<file path="config.mk">
export PLATFORM = sky130hd
export DESIGN_NAME = cosim_endpoint_rx_fifo_flat
export DESIGN_NICKNAME = d
export VERILOG_FILES = /design/src/rtl/cosim_endpoint_rx_fifo_pkg.sv /design/src/rtl/cosim_endpoint_rx_fifo_if.sv /design/src/rtl/cosim_endpoint_rx_fifo_chk.sv /design/src/rtl/cosim_endpoint_rx_fifo_mem.sv /design/src/rtl/cosim_endpoint_rx_fifo.sv /design/src/flat_wrapper.sv
export SDC_FILE = /design/constraint.sdc
export NUM_CORES = 1
export LEC_CHECK = 0
export ABC_AREA = 0
export CAP_MARGIN = 20
export CORE_ASPECT_RATIO = 0.75
export CORE_MARGIN = 2
export CORE_UTILIZATION = 35
export CTS_CLUSTER_DIAMETER = 40
export DETAILED_ROUTE_END_ITERATION = 7
export SYNTH_ARGS = -nofsm -noshare
export SYNTH_HDL_FRONTEND = slang
export SYNTH_SLANG_ARGS = --single-unit
</file>
<file path="constraint.sdc">
create_clock -name clk -period 5.3 [get_ports clk]
set_input_delay 1.06 -clock clk [delete_from_list [all_inputs] [get_ports clk]]
set_output_delay 1.06 -clock clk [all_outputs]
set_load 0.02 [all_outputs]
</file>
<file path="src/rtl/cosim_endpoint_rx_fifo_pkg.sv">
// Shared constants and elaboration helpers for the cosim endpoint receive FIFO.
package cosim_rx_pkg;

    localparam int MIN_DEPTH = 2;

    // Bits needed to hold the values 0..depth inclusive.
    function automatic int clog2_cnt(input int depth);
        int w;
        w = 0;
        for (int i = 0; i < 31; i++) begin
            if ((32'sd1 <<< i) < (depth + 32'sd1)) begin
                w = i + 1;
            end
        end
        return w;
    endfunction

    function automatic bit is_pow2(input int depth);
        return (depth > 0) && ((depth & (depth - 32'sd1)) == 32'sd0);
    endfunction

endpackage

</file>
<file path="src/rtl/cosim_endpoint_rx_fifo_if.sv">
// Endpoint push side and consumer valid/ready side of the receive FIFO.
interface cosim_endpoint_rx_fifo_if
    import cosim_rx_pkg::*;
#(
    parameter int TYPE_SIZE_BITS = 32,
    parameter int DEPTH          = 4
);
    localparam int CNT_W = clog2_cnt(DEPTH);

    logic                      up_valid;
    logic                      up_ready;
    logic [TYPE_SIZE_BITS-1:0] up_data;
    logic                      dn_valid;
    logic                      dn_ready;
    logic [TYPE_SIZE_BITS-1:0] dn_data;
    logic [CNT_W-1:0]          occupancy;
    logic                      overflow;
    logic                      clr_overflow;

    modport master (
        output up_valid, up_data, dn_ready, clr_overflow,
        input  up_ready, dn_valid, dn_data, occupancy, overflow
    );

    modport slave (
        input  up_valid, up_data, dn_ready, clr_overflow,
        output up_ready, dn_valid, dn_data, occupancy, overflow
    );

endinterface

</file>
<file path="src/rtl/cosim_endpoint_rx_fifo_chk.sv">
// Simulation-only invariants on the FIFO occupancy and pop qualification.
module cosim_rx_fifo_chk #(
    parameter int CNT_W = 3,
    parameter int DEPTH = 4
) (
    input logic             clk,
    input logic             rstn,
    input logic [CNT_W-1:0] i_count,
    input logic             i_pop
);

    a_count_bound: assert property (@(posedge clk) disable iff (!rstn)
        i_count <= CNT_W'(DEPTH));

    a_no_pop_empty: assert property (@(posedge clk) disable iff (!rstn)
        !(i_pop && (i_count == {CNT_W{1'b0}})));

endmodule

</file>
<file path="src/rtl/cosim_endpoint_rx_fifo_mem.sv">
// Unreset register array: one synchronous write port, one asynchronous read port.
module cosim_rx_fifo_mem #(
    parameter int DATA_W = 32,
    parameter int DEPTH  = 4,
    parameter int ADDR_W = $clog2(DEPTH)
) (
    input  logic              clk,
    input  logic              i_we,
    input  logic [ADDR_W-1:0] i_waddr,
    input  logic [DATA_W-1:0] i_wdata,
    input  logic [ADDR_W-1:0] i_raddr,
    output logic [DATA_W-1:0] o_rdata
);

    logic [DATA_W-1:0] r_mem [DEPTH];

    // Payload write at the write pointer.
    always_ff @(posedge clk) begin
        if (i_we) begin
            r_mem[i_waddr] <= i_wdata;
        end
    end

    assign o_rdata = r_mem[i_raddr];

endmodule

</file>
<file path="src/rtl/cosim_endpoint_rx_fifo.sv">
// Elastic receive FIFO absorbing a one-cycle-late endpoint push stream and
// presenting a hold-until-accepted valid/ready stream to user logic.
module cosim_endpoint_rx_fifo
    import cosim_rx_pkg::*;
#(
    parameter int TYPE_SIZE_BITS = 32,
    parameter int DEPTH          = 4
) (
    input logic                      clk,
    input logic                      rstn,
    cosim_endpoint_rx_fifo_if.slave  bus
);

    localparam int CNT_W = clog2_cnt(DEPTH);
    localparam int PTR_W = $clog2(DEPTH);

    if ((DEPTH < MIN_DEPTH) || !is_pow2(DEPTH)) begin : g_bad_depth
        $error("cosim_endpoint_rx_fifo: DEPTH must be a power of two and >= %0d", MIN_DEPTH);
    end

    logic [PTR_W-1:0]          r_wr_ptr;
    logic [PTR_W-1:0]          r_rd_ptr;
    logic [CNT_W-1:0]          r_count;
    logic                      r_overflow;
    logic                      r_rstn_q;
    logic                      w_push;
    logic                      w_pop;
    logic                      w_drop;
    logic                      w_dn_valid;
    logic [CNT_W:0]            w_count_resv;
    logic [TYPE_SIZE_BITS-1:0] w_rdata;

    assign w_dn_valid = (r_count != {CNT_W{1'b0}});
    assign w_pop      = w_dn_valid && bus.dn_ready;
    assign w_push     = bus.up_valid && ((r_count < CNT_W'(DEPTH)) || w_pop);
    assign w_drop     = bus.up_valid && !w_push;

    // The in-flight message counts against space so one slot of slack covers
    // the endpoint's ready-to-valid latency.
    assign w_count_resv = {1'b0, r_count} + {{CNT_W{1'b0}}, bus.up_valid};

    assign bus.up_ready  = r_rstn_q && (w_count_resv <= (CNT_W + 1)'(DEPTH - 1));
    assign bus.dn_valid  = w_dn_valid;
    assign bus.dn_data   = w_rdata;
    assign bus.occupancy = r_count;
    assign bus.overflow  = r_overflow;

    // Holds up_ready low for the first cycle after reset release.
    always_ff @(posedge clk or negedge rstn) begin
        if (!rstn) begin
            r_rstn_q <= 1'b0;
        end else begin
            r_rstn_q <= 1'b1;
        end
    end

    // Read/write pointers and occupancy.
    always_ff @(posedge clk or negedge rstn) begin
        if (!rstn) begin
            r_wr_ptr <= {PTR_W{1'b0}};
            r_rd_ptr <= {PTR_W{1'b0}};
            r_count  <= {CNT_W{1'b0}};
        end else begin
            if (w_push) begin
                r_wr_ptr <= r_wr_ptr + PTR_W'(1);
            end
            if (w_pop) begin
                r_rd_ptr <= r_rd_ptr + PTR_W'(1);
            end
            case ({w_push, w_pop})
                2'b10:   r_count <= r_count + CNT_W'(1);
                2'b01:   r_count <= r_count - CNT_W'(1);
                default: r_count <= r_count;
            endcase
        end
    end

    // Sticky drop flag; a new drop wins over a simultaneous clear.
    always_ff @(posedge clk or negedge rstn) begin
        if (!rstn) begin
            r_overflow <= 1'b0;
        end else if (w_drop) begin
            r_overflow <= 1'b1;
        end else if (bus.clr_overflow) begin
            r_overflow <= 1'b0;
        end
    end

    cosim_rx_fifo_mem #(
        .DATA_W (TYPE_SIZE_BITS),
        .DEPTH  (DEPTH)
    ) u_mem (
        .clk     (clk),
        .i_we    (w_push),
        .i_waddr (r_wr_ptr),
        .i_wdata (bus.up_data),
        .i_raddr (r_rd_ptr),
        .o_rdata (w_rdata)
    );

    cosim_rx_fifo_chk #(
        .CNT_W (CNT_W),
        .DEPTH (DEPTH)
    ) u_chk (
        .clk     (clk),
        .rstn    (rstn),
        .i_count (r_count),
        .i_pop   (w_pop)
    );

endmodule

</file>
<file path="src/flat_wrapper.sv">
// flat-port wrapper written by rule: the top's interface ports become plain ports
module cosim_endpoint_rx_fifo_flat import cosim_rx_pkg::*;
#(
    parameter int TYPE_SIZE_BITS = 32,
    parameter int DEPTH          = 4
)
  (clk, rstn, bus_up_valid, bus_up_data, bus_dn_ready, bus_clr_overflow, bus_up_ready, bus_dn_valid, bus_dn_data, bus_occupancy, bus_overflow);
  cosim_endpoint_rx_fifo_if #(.TYPE_SIZE_BITS(TYPE_SIZE_BITS), .DEPTH(DEPTH)) bus_i ();
  input logic clk;
  input logic rstn;
  input wire logic [$bits(bus_i.up_valid)-1:0] bus_up_valid;
  input wire logic [$bits(bus_i.up_data)-1:0] bus_up_data;
  input wire logic [$bits(bus_i.dn_ready)-1:0] bus_dn_ready;
  input wire logic [$bits(bus_i.clr_overflow)-1:0] bus_clr_overflow;
  output wire logic [$bits(bus_i.up_ready)-1:0] bus_up_ready;
  output wire logic [$bits(bus_i.dn_valid)-1:0] bus_dn_valid;
  output wire logic [$bits(bus_i.dn_data)-1:0] bus_dn_data;
  output wire logic [$bits(bus_i.occupancy)-1:0] bus_occupancy;
  output wire logic [$bits(bus_i.overflow)-1:0] bus_overflow;
  assign bus_i.up_valid = bus_up_valid;
  assign bus_i.up_data = bus_up_data;
  assign bus_i.dn_ready = bus_dn_ready;
  assign bus_i.clr_overflow = bus_clr_overflow;
  assign bus_up_ready = bus_i.up_ready;
  assign bus_dn_valid = bus_i.dn_valid;
  assign bus_dn_data = bus_i.dn_data;
  assign bus_occupancy = bus_i.occupancy;
  assign bus_overflow = bus_i.overflow;
  cosim_endpoint_rx_fifo #(.TYPE_SIZE_BITS(TYPE_SIZE_BITS), .DEPTH(DEPTH)) u_core (.clk(clk), .rstn(rstn), .bus(bus_i));
endmodule
</file>
Word-level counts from Yosys, hierarchy flattened
Memory sizes are Yosys's and may differ from the RTL's.
Cells that the tools add are included.
{"block": "totals", "register_bits": 9, "ramBits": 128, "input_bits": 37, "output_inout_bits": 38, "elab_cells": 29, "mem_count": 1}
{"name": "u_core.u_mem.r_mem", "depth": 4, "width": 32, "read_ports": 1, "rd_clocked_by_memory_dff": 0, "wr": 1, "line": "cosim_endpoint_rx_fifo_mem.sv:15", "text": "logic [DATA_W-1:0] r_mem [DEPTH];"}
{"block": "classes", "addsub": 5, "n_lt_le_gt_ge": 2, "n_eq_ne": 2, "muxes": 5, "n_reduce_logical": 9}
{"op": "$pmux 3 s2", "n": 1}
{"op": "$add 2x1->2 const B", "n": 2}
{"op": "$add 3x1->4", "n": 1}
{"op": "$le 4x2->1 const B", "n": 1}
{"op": "$logic_and 1x1->1", "n": 4}
{"op": "$mux 1", "n": 4}
{"op": "$reduce_bool 2->1", "n": 2}
{"op": "$add 3x1->3 const B", "n": 1}
{"op": "$lt 3x3->1 const B", "n": 1}
{"op": "$reduce_bool 3->1", "n": 1}
{"op": "$sub 3x1->3 const B", "n": 1}
{"op": "$eq 2x1->1 const B", "n": 1}
{"op": "$eq 2x2->1 const B", "n": 1}
{"op": "$logic_not 1->1", "n": 1}
{"op": "$logic_or 1x1->1", "n": 1}

Logic depth before layout (Yosys ltp)
{"block": "logic_depth", "word_depth": 7, "mapped_depth": 9, "ltp_nobuf": 9}

Modules after synthesis
A second synthesis with hierarchy kept.
{"block": "hier_totals", "cells_unflattened": 207, "hier_area_um2": 5101.1}
{"mod": "cosim_rx_fifo_mem", "instances": 1, "cells_each": 171, "area_each_um2": 4689.5, "seq_area_each_um2": 3843.7}
{"mod": "cosim_endpoint_rx_fifo", "instances": 1, "cells_each": 36, "area_each_um2": 411.6, "seq_area_each_um2": 225.2}

Least setup slack after synthesis
No wires, ideal clock.
{"block": "synth_path", "path_type": "input -> output", "start": "input port bus_up_valid", "end": "output port bus_up_ready", "arrival_ns": 1.672, "required_ns": 4.240, "path_slack_ns": 2.568, "stages": 1, "path_buffers": 0, "path_cell_list": "a311oi_1"}
{"block": "synth_between", "elab_chain_cells": 3}
{"element": "start, declared", "line": "flat_wrapper.sv:11", "text": "input wire logic [$bits(bus_i.up_valid)-1:0] bus_up_valid;"}
{"element": "$add 3x1->4", "line": "cosim_endpoint_rx_fifo.sv:40", "text": "assign w_count_resv = {1'b0, r_count} + {{CNT_W{1'b0}}, bus.up_valid};"}
{"element": "$le 4x2->1", "line": "cosim_endpoint_rx_fifo.sv:42", "text": "assign bus.up_ready = r_rstn_q && (w_count_resv <= (CNT_W + 1)'(DEPTH - 1));"}
{"element": "$logic_and 1x1->1", "line": "cosim_endpoint_rx_fifo.sv:42"}
{"element": "end, declared", "line": "flat_wrapper.sv:15", "text": "output wire logic [$bits(bus_i.up_ready)-1:0] bus_up_ready;"}
No other way between the ends.

Final worst setup path
{"block": "layout_path", "start": "register u_core.r_rd_ptr[0]", "end": "output port bus_dn_data[12]"}
{"block": "layout_between", "elab_chain_cells": 1}
{"element": "start, declared", "line": "cosim_endpoint_rx_fifo.sv:22", "text": "logic [PTR_W-1:0] r_rd_ptr;"}
{"element": "start signal, assigned", "line": "cosim_endpoint_rx_fifo.sv:61", "text": "r_rd_ptr <= {PTR_W{1'b0}};"}
{"element": "start signal, assigned", "line": "cosim_endpoint_rx_fifo.sv:68", "text": "r_rd_ptr <= r_rd_ptr + PTR_W'(1);"}
{"element": "$mem_v2 4x32"}
{"element": "end, declared", "line": "flat_wrapper.sv:17", "text": "output wire logic [$bits(bus_i.dn_data)-1:0] bus_dn_data;"}
No other way between the ends.

==> flow_metrics.env <==
export IMPL_status="finished clean"
export IMPL_postCtsHoldBufs=0
export IMPL_postCtsSetupBuffers=0
export IMPL_areaGrowthSynthToFinish_pct=27.77
export IMPL_htree_levels=4
export IMPL_avgRoutedWirePerCell_um=17.59
export IMPL_slowest_stage="dfrtp_2"
export IMPL_p_per_area_nw_per_um2=569.2
export IMPL_grt_pass1_vias=2588
export IMPL_die_h_um=109.2
export IMPL_overflow=0
export IMPL_synth_area_per_cell_um2=24.15
export IMPL_worstPathRequired_ps=4240
export IMPL_hold_path_class="register to register"
export IMPL_hpwlAfterDp_mm=5.111
export IMPL_cts_resized=0
export IMPL_timing_final_crit_share=0.7262
export IMPL_fin_crit_ps=3849
export IMPL_cts_tree="built"
export IMPL_cts_root_buf="clkbuf_16"
export IMPL_cp_cell_sequence="buf_4 -> mux4_2 -> clkdlybuf4s50_1"
export IMPL_ff2ff_path_depth=9
export IMPL_crit_buf_inv=2
export IMPL_gp_congestion=0.6627
export IMPL_max_freq_ghz=0.2598
export IMPL_path_class="register to output pin"
export IMPL_drive_above_1_share=0.1955
export IMPL_power_leakage_nw=2.192
export IMPL_grt_pass1_wl_mm=14.15
export IMPL_avgViaCountPerCell=4.564
export IMPL_critPathMaxStageDelay_ps=920
export IMPL_final_nets=343
export IMPL_holdPathEnd="u_core.bus.overflow"
export IMPL_insertion_delay_ps=410
export IMPL_ys_seq_area_frac=0.7872
export IMPL_final_setup_viol_count=0
export IMPL_setup_tns_ps=0
export IMPL_port_buffers=74
export IMPL_worst_slack_ps=1451
export IMPL_slew_violations=0
export IMPL_dr_pass1_iters=5
export IMPL_syn_cell_area_um2=5169
export IMPL_p_total_mw=3.759
export IMPL_rsz0062_at_grt="false"
export IMPL_drcViolationCount=0
export IMPL_cts_sinks=137
export IMPL_route_vias_total=2337
export IMPL_drtIter0Drc=186
export IMPL_finalHoldViolations=0
export IMPL_multi_input_area_um2=980.9
export IMPL_grt_max_degree=34
export IMPL_ys_seq_elements=137
export IMPL_synth_distinct_cells=25
export IMPL_r2r_end="u_core.bus.occupancy[2]"
export IMPL_hold_depth=2
export IMPL_seq_area_um2=4071
export IMPL_die_area_um2=15770
export IMPL_pre_cts_ws_ps=1739
export IMPL_fin_skew_ps=3.362
export IMPL_reg2reg_slack_ps=3270
export IMPL_path_max_fanout=25
export IMPL_fill_cells=1256
export IMPL_max_slew_worst_pin_slew_ps=936.6
export IMPL_arrival_ps=2790
export IMPL_final_cells=512
export IMPL_rows=38
export IMPL_clk_path_buf_depth=2
export IMPL_cap_violations=0
export IMPL_ir_worst_vdd_uv=355.5
export IMPL_antenna_found_initial=0
export IMPL_chipWidth_um=144.3
export IMPL_path_clk_slew_ps=50
export IMPL_pin_count=75
export IMPL_start_util=0.3576
export IMPL_core_area_um2=14450
export IMPL_ant_nets=0
export IMPL_reg2reg_from="u_core.bus.occupancy[2]"
export IMPL_dp_cells=481
export IMPL_antennaDiodeCount=0
export IMPL_routed_wl_mm=9.007
export IMPL_cts_buffers=17
export IMPL_path_delay_family="flip-flops"
export IMPL_cp_end_kind="output pin"
export IMPL_min_from="u_core.bus.overflow"
export IMPL_syn_instance_count=214
export IMPL_yosysWarnings=0
export IMPL_cp_start_kind="register"
export IMPL_grt_usage=0.1283
export IMPL_syn_nets=257
export IMPL_relSlewSlack=0.3756
-- cell families after synthesis --
| logic type | Yosys count | synth area share |
|---|---|---|
| simple gates | 11 | 0.01380 |
| flops | 137 | 0.7872 |
| mux | 33 | 0.1443 |
| buf+inv | 17 | 0.02396 |
| xor+xnor | 6 | 0.01017 |
| fa+ha+maj | 6 | 0.01598 |
| compound gates | 3 | 0.003873 |
| other cells | 1 | 0.0007255 |
-- state kept, by name (all words and copies together) (netlist names) --
register              cells
u_core.bus.occupancy      3
u_core.u_mem.r_mem      128
u_core.r_wr_ptr           2
u_core.r_rstn_q           1
u_core.r_rd_ptr           2
u_core.bus.overflow       1
-- worst max-delay path by stage --
stage,start,endpoint,slack [ps],cells after the start
2_1_floorplan,bus_up_valid,bus_up_ready,2570,1
3_3_place_gp,bus_up_valid,bus_up_ready,1730,3
3_5_place_dp,bus_up_valid,bus_up_ready,1740,3
4_1_cts,u_core.r_rd_ptr[0],bus_dn_data[9],1340,3
5_1_grt,u_core.r_rd_ptr[0],bus_dn_data[9],1210,3
6_report,u_core.r_rd_ptr[0],bus_dn_data[12],1450,3
-- metrics by stage --
step	utilization	area, um^2	hold WS [ps]
final	0.4569	6604	544.5
after CTS	0.4569	6604	544.7
after floorplan	-	5169	579.7
after detailed placement	0.4210	6085	533.3
after global placement	0.4210	6085	519.5
after global routing	0.4569	6604	579.7
-- worst register-to-register path: cells and delay by family (launching register included) --
family / cells / cell delay, ps
xor gates and xnor gates: 2 / 320
DFF: 1 / 430
adders and majority gates: 2 / 540
buffers and inverters: 2 / 140
and+or+nand+nor: 3 / 520
-- power breakdown --
group | leakage [nW] | internal (mW) | total [mW] | switching (mW)
registers | 1.27 | 1.40 | 1.56 | 0.168
logic | 0.672 | 0.615 | 1.15 | 0.537
clock network | 0.246 | 0.631 | 1.04 | 0.413
total | 2.19 | 2.64 | 3.76 | 1.12
-- synthesized netlist by cell type (all sizes together) --
cell type,instances,share of area
nand2b,1,0.0012
or3,1,0.0022
nand3,2,0.0019
fa,1,0.0039
buf,7,0.017
nor2,1,0.00073
and3,4,0.0048
o21ai,1,0.00097
xnor2,3,0.0051
xor2,3,0.0051
inv,9,0.0065
dfrtp,9,0.044
a311oi,1,0.0017
o22ai,1,0.0012
ha,5,0.012
and2,2,0.0029
edfxtp,128,0.74
mux2i,1,0.0019
mux4,32,0.14
clkbuf,1,0.00073
conb,1,0.00073
-- layout make-up --
type | instances | area share
clock inverter | 11 | 0.01250
inverter | 9 | 0.005116
clock buffer | 20 | 0.06612
sequential | 137 | 0.6165
timing repair buffer | 75 | 0.1133
tap | 200 | 0.03789
multi-input combinational | 60 | 0.1485
-- placed cells by master, fill, tap and decap left out, types with 4 or more instances in the layout --
cell type / Yosys / final
and3_2: 0 / 4
clkbuf_16: 0 / 17
clkinv_1: 0 / 4
edfxtp_1: 128 / 128
mux4_2: 28 / 28
inv_1: 9 / 9
ha_1: 5 / 5
dfrtp_1: 9 / 7
clkdlybuf4s50_1: 0 / 74
mux4_1: 4 / 4
-- per-layer routing --
| layer | track usage | part of all wire | vias to the layer above | routed length (um) |
|---|---|---|---|---|
| met4 | 0.05825 | 0.011 | 0 | 96 |
| met2 | 0.1852 | 0.48 | 65 | 4308 |
| met1 | 0.1690 | 0.45 | 1199 | 4043 |
| li1 | - | - | 1062 | - |
| met5 | 0 | 0 | - | 0 |
| met3 | 0.05490 | 0.062 | 11 | 558 |
(Power assumes the default switching activity.)
